### src/rtl/led_pwm_sequencer_if.sv
// Control and status bundle between the mode/brightness controls and the
// LED PWM sequencer. The master drives mode and peak duty and observes the
// LED drive, current duty, tick pulse and ramp direction.
interface led_pwm_sequencer_if;
  logic [1:0] mode;
  logic [7:0] duty_max;
  logic       led;
  logic [7:0] duty;
  logic       tick;
  logic       ramp_up;

  modport master (
    output mode,
    output duty_max,
    input  led,
    input  duty,
    input  tick,
    input  ramp_up
  );

  modport slave (
    input  mode,
    input  duty_max,
    output led,
    output duty,
    output tick,
    output ramp_up
  );
endinterface

### src/rtl/led_pwm_sequencer.sv
// LED PWM sequencer: tick prescaler, free-running 8-bit PWM counter and a
// duty-threshold sequencer for OFF / ON / BLINK / BREATHE modes.
module led_pwm_sequencer #(
  parameter int unsigned TICK_DIV    = 2500000,
  parameter int unsigned STEP        = 1,
  parameter int unsigned BLINK_TICKS = 50
) (
  input logic                  clk,
  input logic                  rst_n,
  led_pwm_sequencer_if.slave   bus
);

  localparam int unsigned   BW         = (BLINK_TICKS > 1) ? $clog2(BLINK_TICKS) : 1;
  localparam logic [29:0]   PRESC_LAST = 30'(TICK_DIV - 1);
  localparam logic [BW-1:0] BLINK_LAST = BW'(BLINK_TICKS - 1);
  localparam logic [8:0]    STEP9      = 9'(STEP);

  localparam logic [2:0] S_OFF      = 3'd0;
  localparam logic [2:0] S_ON       = 3'd1;
  localparam logic [2:0] S_BLINK_HI = 3'd2;
  localparam logic [2:0] S_BLINK_LO = 3'd3;
  localparam logic [2:0] S_UP       = 3'd4;
  localparam logic [2:0] S_DOWN     = 3'd5;

  logic [29:0]   r_presc;
  logic [7:0]    r_pwm_cnt;
  logic          r_led;
  logic [7:0]    r_duty;
  logic          r_ramp_up;
  logic [2:0]    r_state;
  logic [BW-1:0] r_blink_cnt;
  logic [1:0]    r_mode_q;

  logic          w_mode_chg;
  logic          w_tick;
  logic [8:0]    w_up_sum;
  logic [7:0]    w_up_next;
  logic          w_up_peak;
  logic          w_dn_zero;
  logic [7:0]    w_dn_next;
  logic          w_clamp;

  // A mode change suppresses the tick that would coincide with it.
  assign w_mode_chg = (bus.mode != r_mode_q);
  assign w_tick     = (r_presc == PRESC_LAST) && !w_mode_chg;

  // Ramp arithmetic: 9-bit sum so the up-ramp saturates at the peak instead
  // of wrapping; the down-ramp floors at zero.
  assign w_up_sum  = {1'b0, r_duty} + STEP9;
  assign w_up_next = (w_up_sum >= {1'b0, bus.duty_max}) ? bus.duty_max : w_up_sum[7:0];
  assign w_up_peak = (w_up_next == bus.duty_max) && (bus.duty_max != 8'd0);
  assign w_dn_zero = ({1'b0, r_duty} <= STEP9);
  assign w_dn_next = w_dn_zero ? 8'd0 : (r_duty - STEP9[7:0]);
  assign w_clamp   = (bus.duty_max < r_duty);

  assign bus.led     = r_led;
  assign bus.duty    = r_duty;
  assign bus.tick    = w_tick;
  assign bus.ramp_up = r_ramp_up;

  // Prescaler: counts 0..TICK_DIV-1, restarts from zero on a mode change.
  always_ff @(posedge clk or negedge rst_n) begin
    if (!rst_n) begin
      r_presc <= 30'd0;
    end else if (w_mode_chg || (r_presc == PRESC_LAST)) begin
      r_presc <= 30'd0;
    end else begin
      r_presc <= r_presc + 30'd1;
    end
  end

  // Free-running PWM counter, wraps 255 -> 0.
  always_ff @(posedge clk or negedge rst_n) begin
    if (!rst_n) begin
      r_pwm_cnt <= 8'd0;
    end else begin
      r_pwm_cnt <= r_pwm_cnt + 8'd1;
    end
  end

  // Registered LED drive: on while the PWM count is below the duty threshold.
  always_ff @(posedge clk or negedge rst_n) begin
    if (!rst_n) begin
      r_led <= 1'b0;
    end else begin
      r_led <= (r_pwm_cnt < r_duty);
    end
  end

  // Previous mode, used to detect a mode change.
  always_ff @(posedge clk or negedge rst_n) begin
    if (!rst_n) begin
      r_mode_q <= 2'd0;
    end else begin
      r_mode_q <= bus.mode;
    end
  end

  // Sequencer FSM: owns state, duty threshold, ramp direction and blink count.
  always_ff @(posedge clk or negedge rst_n) begin
    if (!rst_n) begin
      r_state     <= S_OFF;
      r_duty      <= 8'd0;
      r_ramp_up   <= 1'b0;
      r_blink_cnt <= '0;
    end else if (w_mode_chg) begin
      r_blink_cnt <= '0;
      case (bus.mode)
        2'd0: begin
          r_state   <= S_OFF;
          r_duty    <= 8'd0;
          r_ramp_up <= 1'b0;
        end
        2'd1: begin
          r_state   <= S_ON;
          r_duty    <= bus.duty_max;
          r_ramp_up <= 1'b0;
        end
        2'd2: begin
          r_state   <= S_BLINK_HI;
          r_duty    <= bus.duty_max;
          r_ramp_up <= 1'b0;
        end
        default: begin
          r_state   <= S_UP;
          r_duty    <= 8'd0;
          r_ramp_up <= 1'b1;
        end
      endcase
    end else begin
      case (r_state)
        S_OFF: begin
          r_duty    <= 8'd0;
          r_ramp_up <= 1'b0;
        end
        S_ON: begin
          r_duty    <= bus.duty_max;
          r_ramp_up <= 1'b0;
        end
        S_BLINK_HI: begin
          r_ramp_up <= 1'b0;
          if (w_tick && (r_blink_cnt == BLINK_LAST)) begin
            r_state     <= S_BLINK_LO;
            r_duty      <= 8'd0;
            r_blink_cnt <= '0;
          end else begin
            r_duty <= bus.duty_max;
            if (w_tick) begin
              r_blink_cnt <= r_blink_cnt + 1'b1;
            end
          end
        end
        S_BLINK_LO: begin
          r_ramp_up <= 1'b0;
          if (w_tick && (r_blink_cnt == BLINK_LAST)) begin
            r_state     <= S_BLINK_HI;
            r_duty      <= bus.duty_max;
            r_blink_cnt <= '0;
          end else begin
            r_duty <= 8'd0;
            if (w_tick) begin
              r_blink_cnt <= r_blink_cnt + 1'b1;
            end
          end
        end
        S_UP: begin
          if (w_clamp) begin
            r_state   <= S_DOWN;
            r_duty    <= bus.duty_max;
            r_ramp_up <= 1'b0;
          end else if (w_tick) begin
            r_duty <= w_up_next;
            if (w_up_peak) begin
              r_state   <= S_DOWN;
              r_ramp_up <= 1'b0;
            end
          end
        end
        S_DOWN: begin
          if (w_clamp) begin
            r_duty <= bus.duty_max;
          end else if (w_tick) begin
            r_duty <= w_dn_next;
            if (w_dn_zero) begin
              r_state   <= S_UP;
              r_ramp_up <= 1'b1;
            end
          end
        end
        default: begin
          r_state   <= S_OFF;
          r_duty    <= 8'd0;
          r_ramp_up <= 1'b0;
        end
      endcase
    end
  end

endmodule

### src/flat_wrapper.sv
// flat-port wrapper written by rule: the top's interface ports become plain ports
module led_pwm_sequencer_flat 
#(
  parameter int unsigned TICK_DIV    = 2500000,
  parameter int unsigned STEP        = 1,
  parameter int unsigned BLINK_TICKS = 50
)
  (clk, rst_n, bus_mode, bus_duty_max, bus_led, bus_duty, bus_tick, bus_ramp_up);
  led_pwm_sequencer_if bus_i ();
  input logic clk;
  input logic rst_n;
  input wire logic [$bits(bus_i.mode)-1:0] bus_mode;
  input wire logic [$bits(bus_i.duty_max)-1:0] bus_duty_max;
  output wire logic [$bits(bus_i.led)-1:0] bus_led;
  output wire logic [$bits(bus_i.duty)-1:0] bus_duty;
  output wire logic [$bits(bus_i.tick)-1:0] bus_tick;
  output wire logic [$bits(bus_i.ramp_up)-1:0] bus_ramp_up;
  assign bus_i.mode = bus_mode;
  assign bus_i.duty_max = bus_duty_max;
  assign bus_led = bus_i.led;
  assign bus_duty = bus_i.duty;
  assign bus_tick = bus_i.tick;
  assign bus_ramp_up = bus_i.ramp_up;
  led_pwm_sequencer #(.TICK_DIV(TICK_DIV), .STEP(STEP), .BLINK_TICKS(BLINK_TICKS)) u_core (.clk(clk), .rst_n(rst_n), .bus(bus_i));
endmodule
### config.mk
export PLATFORM = sky130hd
export DESIGN_NAME = led_pwm_sequencer_flat
export DESIGN_NICKNAME = d
export VERILOG_FILES = /design/src/rtl/led_pwm_sequencer_if.sv /design/src/rtl/led_pwm_sequencer.sv /design/src/flat_wrapper.sv
export SDC_FILE = /design/constraint.sdc
export NUM_CORES = 1
export LEC_CHECK = 0
export ABC_AREA = 1
export CAP_MARGIN = 5
export CORE_MARGIN = 1
export CORE_UTILIZATION = 45
export CTS_BUF_LIST = sky130_fd_sc_hd__clkbuf_2 sky130_fd_sc_hd__clkbuf_4 sky130_fd_sc_hd__clkbuf_8
export DETAILED_ROUTE_END_ITERATION = 10
export SETUP_SLACK_MARGIN = 0.1
export SLEW_MARGIN = 15
export SYNTH_ARGS = -nofsm -noshare
export SYNTH_HDL_FRONTEND = slang
export SYNTH_SLANG_ARGS = --single-unit
export TNS_END_PERCENT = 30
### constraint.sdc
create_clock -name clk -period 3.2 [get_ports clk]
set_input_delay 0.64 -clock clk [delete_from_list [all_inputs] [get_ports clk]]
set_output_delay 0.64 -clock clk [all_outputs]
set_load 0.01 [all_outputs]
Yosys cells after proc, flatten, opt, wreduce, memory -nomap -nowiden
Index checks and enable logic that the tools add are counted.
- flip-flop bits (word level): 59
- bits in latches: 0
- bits in writable memories: 0
- bits in read-only memories: 0
- bits of input ports: 12
- output and inout bits: 11
- word-level logic and storage cells: 91
- memories: 0
- add/sub/neg operators: 5
- multiply operators: 0
- divide/modulo/power cells: 0
- magnitude comparators: 4
- eq/ne operators: 20
- shift-type cells: 0
- muxes and demuxes: 36
- bitwise logic cells: 0
- reduce and logical (&&, ||, !) cells: 18
- operator list (cell ; number):
    two-way mux 8 bit ; 10
    case mux 8 bit (5 select lines) ; 1
    adder 30 x 1 -> 30 bit, second input constant ; 1
    equality test 30 x 22 -> 1 bit, second input constant ; 1
    two-way mux 30 bit ; 1
    two-way mux 3 bit ; 9
    two-way mux 6 bit ; 4
    less-than comparator 8 bit ; 2
    case mux 3 bit (5 select lines) ; 1
    inequality test 3 x 1 -> 1 bit, second input constant ; 4
    inequality test 4 x 1 -> 1 bit, second input constant ; 3
    adder 8 x 1 -> 9 bit, second input constant ; 1
    >= comparator 9 x 8 -> 1 bit ; 1
    case mux 3 bit (3 select lines) ; 1
    adder 8 x 1 -> 8 bit, second input constant ; 1
    equality test 8 bit ; 1
    <= comparator 8 x 1 -> 1 bit, second input constant ; 1
    two-way mux 1 bit ; 8
    AND reduction 8 bit ; 1
    nonzero test 8 bit ; 1
    subtractor 8 x 1 -> 8 bit, second input constant ; 1
    adder 6 x 1 -> 6 bit, second input constant ; 1
    equality test 3 x 2 -> 1 bit, second input constant ; 2
    equality test 3 bit, second input constant ; 2
    19 further kinds ; 24

Longest topological paths before layout
Gate-level depths: netlist of run 1.
- depth in word-level cells: 10
- gate-level depth with buffers: 24

Worst setup path before layout of run 1
No wires, ideal clock.
- kind: register to register
- start: register u_core.r_duty[0] (netlist: u_core.bus.duty[0])
- end: register u_core.r_ramp_up (netlist: u_core.bus.ramp_up)
- data arrival time: 2.717 ns
- required time: 3.083 ns
- path slack: 0.366 ns
- stages on the path, launching flop included: 22
- path buffers: 1
- clock period less this slack: 2.834 ns
- cell sequence: dfrtp_1 -> ha_1 -> nand3_1 -> nor2_2 -> xor2_1 -> inv_2 -> ha_1 -> nand2_1 -> inv_1 -> nand2_1 -> nand2_1 -> nand2_1 -> clkbuf_1 -> nand4_1 -> nand2_1 -> nor2_1 -> nand2_1 -> nor2_1 -> nand2_1 -> nand2_2 -> nand4_1 -> nand2_1
- word-level cells in the longest chain between the ends: 7
- elaborated cells between the ends (all ways): 15
- those cells by class: 1 x add/sub; 3 x order compare; 5 x eq/ne; 4 x mux; 2 x reduce/logical
- RTL lines (item ; RTL line ; source):
    start: declaration ; led_pwm_sequencer.sv:28 ; logic [7:0] r_duty;
    start signal: assignment ; led_pwm_sequencer.sv:116 ; r_duty <= bus.duty_max;
    start signal: assignment ; led_pwm_sequencer.sv:121 ; r_duty <= bus.duty_max;
    start signal: assignment ; led_pwm_sequencer.sv:137 ; r_duty <= bus.duty_max;
    adder 8 x 1 -> 9 bit ; led_pwm_sequencer.sv:49 ; assign w_up_sum = {1'b0, r_duty} + STEP9;
    >= comparator 9 x 8 -> 1 bit ; led_pwm_sequencer.sv:50 ; assign w_up_next = (w_up_sum >= {1'b0, bus.duty_max}) ? bus.duty_max : w_up_sum[7:0];
    two-way mux 8 bit ; led_pwm_sequencer.sv:50 ;
    equality test 8 bit ; led_pwm_sequencer.sv:51 ; assign w_up_peak = (w_up_next == bus.duty_max) && (bus.duty_max != 8'd0);
    logical AND 1 bit ; led_pwm_sequencer.sv:51 ;
    inequality test 4 x 1 -> 1 bit (no line) ; - ;
    AND reduction 5 bit (no line) ; - ;
    end signal: assignment ; led_pwm_sequencer.sv:104 ; r_ramp_up <= 1'b0;
    end signal: assignment ; led_pwm_sequencer.sv:112 ; r_ramp_up <= 1'b0;
    end signal: assignment ; led_pwm_sequencer.sv:117 ; r_ramp_up <= 1'b0;
    end: declaration ; led_pwm_sequencer.sv:29 ; logic r_ramp_up;
Parallel ways exist; a longest one is shown, timed or not.
A chain may end at the register's enable or synchronous reset.

Final worst setup path of run 1
- start: register u_core.r_presc[0]
- end: output bus_tick
- word-level cells in the longest chain between the ends: 2
- RTL lines (item ; RTL line ; source):
    start: declaration ; led_pwm_sequencer.sv:25 ; logic [29:0] r_presc;
    start signal: assignment ; led_pwm_sequencer.sv:68 ; r_presc <= r_presc + 30'd1;
    equality test 30 x 22 -> 1 bit ; led_pwm_sequencer.sv:45 ; assign w_tick = (r_presc == PRESC_LAST) && !w_mode_chg;
    logical AND 1 bit ; led_pwm_sequencer.sv:45 ;
    end: declaration ; flat_wrapper.sv:16 ; output wire logic [$bits(bus_i.tick)-1:0] bus_tick;
No other way between the ends.

==> results of run 1 <==
routing by layer:
layer	share of wire (%)	global-route usage (%)
met5	0	0
met4	1.6	8.79
met3	4.9	3.97
met2	47	38.5
met1	47	32.2
power by group:
group | total, uW | internal (uW) | switching (uW)
Clock | 618 | 312 | 306
Combinational | 683 | 263 | 421
Sequential | 828 | 780 | 47.4
worst max-delay path, delay by kind of cell, from the launching register on:
family        cells  cell delay (ns)
flops             1             0.37
buf+inv           2             0.62
fa+ha+maj         1             0.19
simple gates      5             0.81
layout by cell type (no fill, tap or decap), drive strengths merged:
| cell type | count |
|---|---|
| dfrtp | 59 |
| ha | 33 |
| nor3b | 1 |
| nand3 | 30 |
| o31ai | 2 |
| nor4 | 10 |
| nand2 | 116 |
| clkdlybuf4s50 | 21 |
| clkbuf | 13 |
| xnor2 | 3 |
| nor3 | 22 |
| nor2 | 82 |
| o21a | 2 |
| o22ai | 3 |
| or2 | 3 |
| inv | 96 |
| a21boi | 2 |
| a31oi | 6 |
| o211ai | 3 |
| xor2 | 19 |
| o22a | 1 |
| a21oi | 33 |
| clkinv | 4 |
| nand4 | 38 |
| a221oi | 1 |
| buf | 20 |
| a311oi | 1 |
| o21ai | 39 |
state kept, by name, indices dropped and copies added, names as in the netlist:
signal and flops:
u_core.bus.ramp_up 1, u_core.r_pwm_cnt 8, u_core.bus.led 1, u_core.r_presc 30
u_core.r_state 3, u_core.bus.duty 8, u_core.r_mode_q 2, u_core.r_blink_cnt 6
path summary, 6_finish.rpt:
| kind | from | endpoint | slack (ns) | cells after the start |
|---|---|---|---|---|
| worst max-delay path | u_core.r_presc[0]$_DFF_PN0_ | bus_tick | 0.24 | 8 |
| worst min-delay path | rst_n | u_core.r_presc[18]$_DFF_PN0_ | 0.44 | 2 |
| worst max register to register | u_core.bus.duty[1]$_DFFE_PN0P_ | u_core.bus.duty[6]$_DFFE_PN0P_ | 0.34 | 17 |
| worst min register to register | u_core.r_presc[0]$_DFF_PN0_ | u_core.r_presc[0]$_DFF_PN0_ | 0.47 | 1 |
| max in group asynchronous | rst_n | u_core.bus.duty[1]$_DFFE_PN0P_ | 2.18 | 2 |
| min in group clk | u_core.r_presc[0]$_DFF_PN0_ | u_core.r_presc[0]$_DFF_PN0_ | 0.47 | 1 |
cell usage after synthesis, types with 3 or more instances:
cell type | instances | share of area, %
buf_2 | 4 | 0.45
inv_2 | 8 | 0.67
xnor2_1 | 3 | 0.59
nand2_2 | 9 | 1.3
o22ai_1 | 3 | 0.42
nand2_1 | 107 | 9.0
or2_2 | 3 | 0.42
xor2_1 | 19 | 3.7
dfrtp_1 | 59 | 33
o21ai_1 | 5 | 0.56
nand4_1 | 37 | 5.2
o211ai_1 | 3 | 0.50
nand3_1 | 29 | 3.2
inv_1 | 88 | 7.4
ha_1 | 33 | 9.2
nor2_2 | 4 | 0.56
nor3_1 | 18 | 2.0
nor4_1 | 9 | 1.3
nor2_1 | 75 | 6.3
a31oi_1 | 5 | 0.70
nor2_4 | 3 | 0.75
clkbuf_1 | 6 | 0.50
a21oi_1 | 33 | 3.7
o21ai_0 | 32 | 3.6
kinds of logic after synthesis:
family / share of synthesized area (%)
AO/OA/AOI/OAI: 11.7
XOR/XNOR: 4.30
adder cells (fa/ha/maj): 9.21
buffers and inverters: 9.32
flip-flops: 32.9
AND/OR/NAND/NOR: 32.6
per-stage QoR:
step                      area (um^2)  worst slack [ns]  power [uW]  hold WS, ns  util, %
after floorplan                  4480             0.366        1270        0.344        -
after global placement           4950             0.202        1510        0.456     50.9
after detailed placement         4950             0.150        1510        0.466     50.9
after CTS                        5120             0.129        2140        0.474     52.7
after global routing             5150             0.102        2280        0.494     53.0
final                            5150             0.240        2130        0.442     53.0
layout make-up:
class	count	area (um^2)	area share, %
multi-input combinational	450	2620	50.8
tap	133	166	3.23
sequential	59	1480	28.7
inverter	97	364	7.07
timing repair buffer	41	358	6.95
clock inverter	3	15.0	0.291
clock buffer	13	154	2.99
==> results.py, run 1 <==
metrics = {
    "synthesis": {
        "synth_edf_count": 0,
        "synth_area_per_cell_um2": 7.26,
        "synth_warnings": 0,
        "netlist_area_um2": 4480,
        "synth_async_sr_flop_share_pct": 100,
        "synth_flop_cell": "dfrtp_1",
        "ys_seq_area_share_pct": 32.9,
        "ys_ff_latch": 59,
        "netlist_instances": 618,
        "syn-num-nets": 663,
        "ys_types": 42,
    },
    "setup_path": {
        "crit_chain": "ha_1, nand2_2, nor2_4, inv_2, nor3_1, nand3_2, nor2_2, clkdlybuf4s50_1",
        "start_kind": "register",
        "required_ns": 2.56,
        "crit_fanout": 4,
        "worstPathArrival_ns": 2.32,
        "endpoint_kind": "output port",
        "slowest_stage": "clkdlybuf4s50_1",
        "path_class": "reg2out",
        "cpPeakStageDelay_ns": 0.56,
    },
    "grt": {
        "grt_pass1_vias": 4101,
        "antenna_found_initial": 0,
        "grt.total_usage_pct": 23.8,
        "grt_max_degree": 60,
        "grt_overflow": 0,
        "grt_pass1_wl_um": 19100,
    },
    "detailed_routing": {
        "avgViaCountPerCell": 5.21,
        "wl_um": 11000,
        "avgRoutedWirePerCell_um": 13.9,
        "ant_nets": 0,
        "drcViolationCount": 0,
        "drt_pass1_iterations": 5,
        "drtIter0Drc": 308,
        "vias": 4149,
    },
    "power_and_ir_drop": {
        "power_density_nw_per_um2": 413,
        "p_leak_uw": 0.00242,
        "vdd_ir_drop_max_mv": 0.209,
    },
    "timing": {
        "period_needed_ns": 2.96,
        "fin_skew_ns": 0.0124,
        "fin_crit_sh_pct": 92.5,
        "setup_violations": 0,
        "tightestPinTransition_ns": 0.783,
        "max_slew_margin_pct": 47.8,
        "tns_ns": 0,
        "drv_slew": 0,
        "rsz0062_at_grt": "no",
        "fmax_ghz": 0.338,
        "hold_viol": 0,
    },
    "clock_network": {
        "cts_sinks": 59,
        "cts_tree": "built",
        "clockBufferDepth": 2,
        "clk_latency_ns": 0.35,
        "clkTransAtPathRegs_ns": 0.07,
        "cts_resized": 0,
        "post-cts-setup-buffers": 0,
        "cts.htree.levels": 3,
        "cts_hold_buf": 0,
        "clock-root-buffer": "clkbuf_8",
        "cts_buffers": 9,
    },
    "placed_design": {
        "port_buffers": 22,
        "detailed_place_hpwl_um": 8480,
        "place.gp.congestion": 0.942,
        "placedCellCount": 780,
    },
    "finish": {
        "area_delta_synth_final_pct": 14.9,
        "diodes": 0,
        "drive_above_1_share_pct": 11.8,
        "final_nets": 703,
        "fill_cells": 961,
        "instances_no_fill": 796,
    },
    "job": {
        "cap_viol_max_count": 0,
    },
    "floorplanning": {
        "die_x_um": 102,
        "die-area_um2": 10400,
        "die_y_um": 102,
        "row_count": 36,
        "coreArea_um2": 9730,
        "io_pins": 23,
        "start_util_pct": 46.1,
    },
    "status": {
        "run_status": "finished, final reports clean",
    },
    "hold_path": {
        "hold_path_class": "in2async",
    },
}
Power figures use the tool's default switching activity.
==> inputs of run 2 (changes only) <==
--- a/config.mk
+++ b/config.mk
@@ -7,10 +7,14 @@
 export LEC_CHECK = 0
 export ABC_AREA = 1
 export CAP_MARGIN = 5
+export CELL_PAD_IN_SITES_DETAIL_PLACEMENT = 1
+export CELL_PAD_IN_SITES_GLOBAL_PLACEMENT = 2
 export CORE_MARGIN = 1
-export CORE_UTILIZATION = 45
+export CORE_UTILIZATION = 39
 export CTS_BUF_LIST = sky130_fd_sc_hd__clkbuf_2 sky130_fd_sc_hd__clkbuf_4 sky130_fd_sc_hd__clkbuf_8
 export DETAILED_ROUTE_END_ITERATION = 10
+export DONT_BUFFER_PORTS = 1
+export PLACE_DENSITY_LB_ADDON = 0.1
 export SETUP_SLACK_MARGIN = 0.1
 export SLEW_MARGIN = 15
 export SYNTH_ARGS = -nofsm -noshare
==> results.py, run 2 (synthesis gave the netlist of run 1 again) <==
metrics = {
    "status": {
        "run_status": "finished, final reports clean",
    },
    "timing": {
        "hold_viol": 0,
        "fin_crit_sh_pct": 89.2,
        "setup_violations": 0,
        "fmax_ghz": 0.350,
        "max_slew_margin_pct": 66.6,
        "drv_slew": 0,
        "period_needed_ns": 2.85,
        "fin_skew_ns": 0.0151,
        "holdWs_ns": 0.134,
        "rsz0062_at_grt": "no",
        "tightestPinTransition_ns": 0.496,
        "tns_ns": 0,
    },
    "setup_path": {
        "path_class": "reg2reg",
        "start_kind": "register",
        "worstPathArrival_ns": 3.10,
        "crit_fanout": 8,
        "required_ns": 3.44,
        "endpoint_kind": "register",
    },
    "detailed_routing": {
        "drt_pass1_iterations": 4,
        "drcViolationCount": 0,
        "wl_um": 13400,
        "avgViaCountPerCell": 5.45,
        "drtIter0Drc": 227,
        "avgRoutedWirePerCell_um": 17.2,
        "ant_nets": 0,
        "vias": 4253,
    },
    "hold_path": {
        "hold_path_class": "in2async",
    },
    "clock_network": {
        "cts_tree": "built",
        "cts.htree.levels": 3,
        "clock-root-buffer": "clkbuf_8",
        "cts_sinks": 59,
        "clkTransAtPathRegs_ns": 0.08,
        "cts_buffers": 9,
        "clk_latency_ns": 0.36,
        "clockBufferDepth": 2,
    },
    "floorplanning": {
        "start_util_pct": 40.7,
        "coreArea_um2": 11000,
        "row_count": 38,
        "die_y_um": 109,
        "die-area_um2": 11900,
        "die_x_um": 109,
        "io_pins": 23,
    },
    "grt": {
        "met2_usage_pct": 42.9,
        "grt.total_usage_pct": 24.5,
        "grt_overflow": 0,
        "met3_usage_pct": 5.08,
        "grt_pass1_vias": 4476,
        "grt_pass1_wl_um": 22600,
        "antenna_found_initial": 0,
        "use_met1_pct": 30.2,
        "top_usage_layer": "met2",
        "grt_max_degree": 60,
    },
    "power_and_ir_drop": {
        "p_total_uw": 2300,
        "vdd_ir_drop_max_mv": 0.268,
        "power_density_nw_per_um2": 455,
        "p_leak_uw": 0.00235,
    },
    "finish": {
        "mostFrequentLayoutCells": "nand2_1 (106), inv_1 (86), nor2_1 (73), dfrtp_1 (57), nand4_1 (37)",
        "drive_above_1_share_pct": 13.3,
        "final_nets": 680,
        "area_delta_synth_final_pct": 12.8,
        "diodes": 0,
        "final_common_cell": "nand2_1",
        "largest_reg_flops": 30,
        "top_register": "u_core.r_presc",
    },
    "placed_design": {
        "detailed_place_hpwl_um": 10300,
        "place.gp.congestion": 0.868,
        "port_buffers": 0,
    },
    "job": {
        "cap_viol_max_count": 0,
    },
}
run 2: changes by cell type in the layout (fill, tap and decap cells not counted), moves of 2 or more:
cell,previous run,this run
clkdlybuf4s50_1,21,0
bufinv_16,0,2
ha_2,0,2
inv_2,8,10
ha_1,33,31
buf_4,19,13
clkinv_2,3,1
inv_1,88,86
clkbuf_4,4,1
clkinvlp_4,0,2
buf_6,0,2
run 2: layer usage:
| layer | routed length (um) | up-vias |
|---|---|---|
| li1 | - | 2086 |
| met3 | 462 | 19 |
| met5 | 0 | - |
| met1 | 5980 | 2093 |
| met4 | 251 | 0 |
| met2 | 6740 | 55 |
run 2: final timing paths:
path	startpoint	end	slack (ns)	cells after the start
min	rst_n	u_core.r_presc[14]$_DFF_PN0_	0.13	1
max reg2reg	u_core.bus.duty[0]$_DFFE_PN0P_	u_core.bus.duty[4]$_DFFE_PN0P_	0.35	17
min in group clk	bus_mode[1]	u_core.r_mode_q[1]$_DFF_PN0_	0.32	0
max	u_core.bus.duty[0]$_DFFE_PN0P_	u_core.bus.duty[4]$_DFFE_PN0P_	0.35	17
min reg2reg	u_core.r_presc[0]$_DFF_PN0_	u_core.r_presc[0]$_DFF_PN0_	0.48	1
max in group asynchronous	rst_n	u_core.r_blink_cnt[2]$_DFFE_PN0P_	2.78	1
run 2: report_power, final:
part | switching (uW) | internal [uW] | leakage (uW) | total (uW)
combinational | 441 | 244 | 0.00146 | 684
clock | 340 | 448 | 0.000106 | 789
sequential | 48.4 | 780 | 0.000786 | 829
total | 829 | 1470 | 0.00235 | 2300
run 2: metrics by stage:
| step | instance area (um^2) | std cells | utilization (%) | setup WS [ns] |
|---|---|---|---|---|
| 2_1_floorplan | 4480 | 618 | - | 0.366 |
| 3_3_place_gp | 4700 | 759 | 42.6 | 0.390 |
| 3_5_place_dp | 4700 | 759 | 42.6 | 0.226 |
| 4_1_cts | 4950 | 776 | 44.9 | 0.197 |
| 5_1_grt | 5060 | 780 | 45.8 | 0.103 |
| 6_report | 5060 | 780 | 45.8 | 0.347 |
run 2: worst max-delay path: stages, from the launching register on:
cell	delay (ns)
dfrtp_1	0.40
ha_2	0.24
nand3_2	0.14
nor2_4	0.15
xor2_2	0.22
inv_2	0.06
ha_1	0.28
a21oi_1	0.16
nand2_1	0.07
nand2_1	0.14
nand2_4	0.11
buf_12	0.16
o21ai_0	0.16
o21ai_1	0.08
inv_1	0.06
nand2_1	0.05
a21oi_1	0.20
nor2_1	0.06
run 2: timing repair:
action | CTS | global route
gates resized for setup | 0 | 18
hold buffers | 1 | 0
setup buffers | 0 | 3
endpoints found under the hold margin | 59 | 0
setup endpoints to repair | 0 | 6
run 2: cell type report:
type,count,area [um^2]
Multi-Input combinational cell,450,2650
Timing Repair Buffer,18,173
Tap cell,140,175
Sequential cell,59,1480
Clock buffer,10,131
Inverter,97,364
Fill cell,1427,5970
Clock inverter,6,88.8
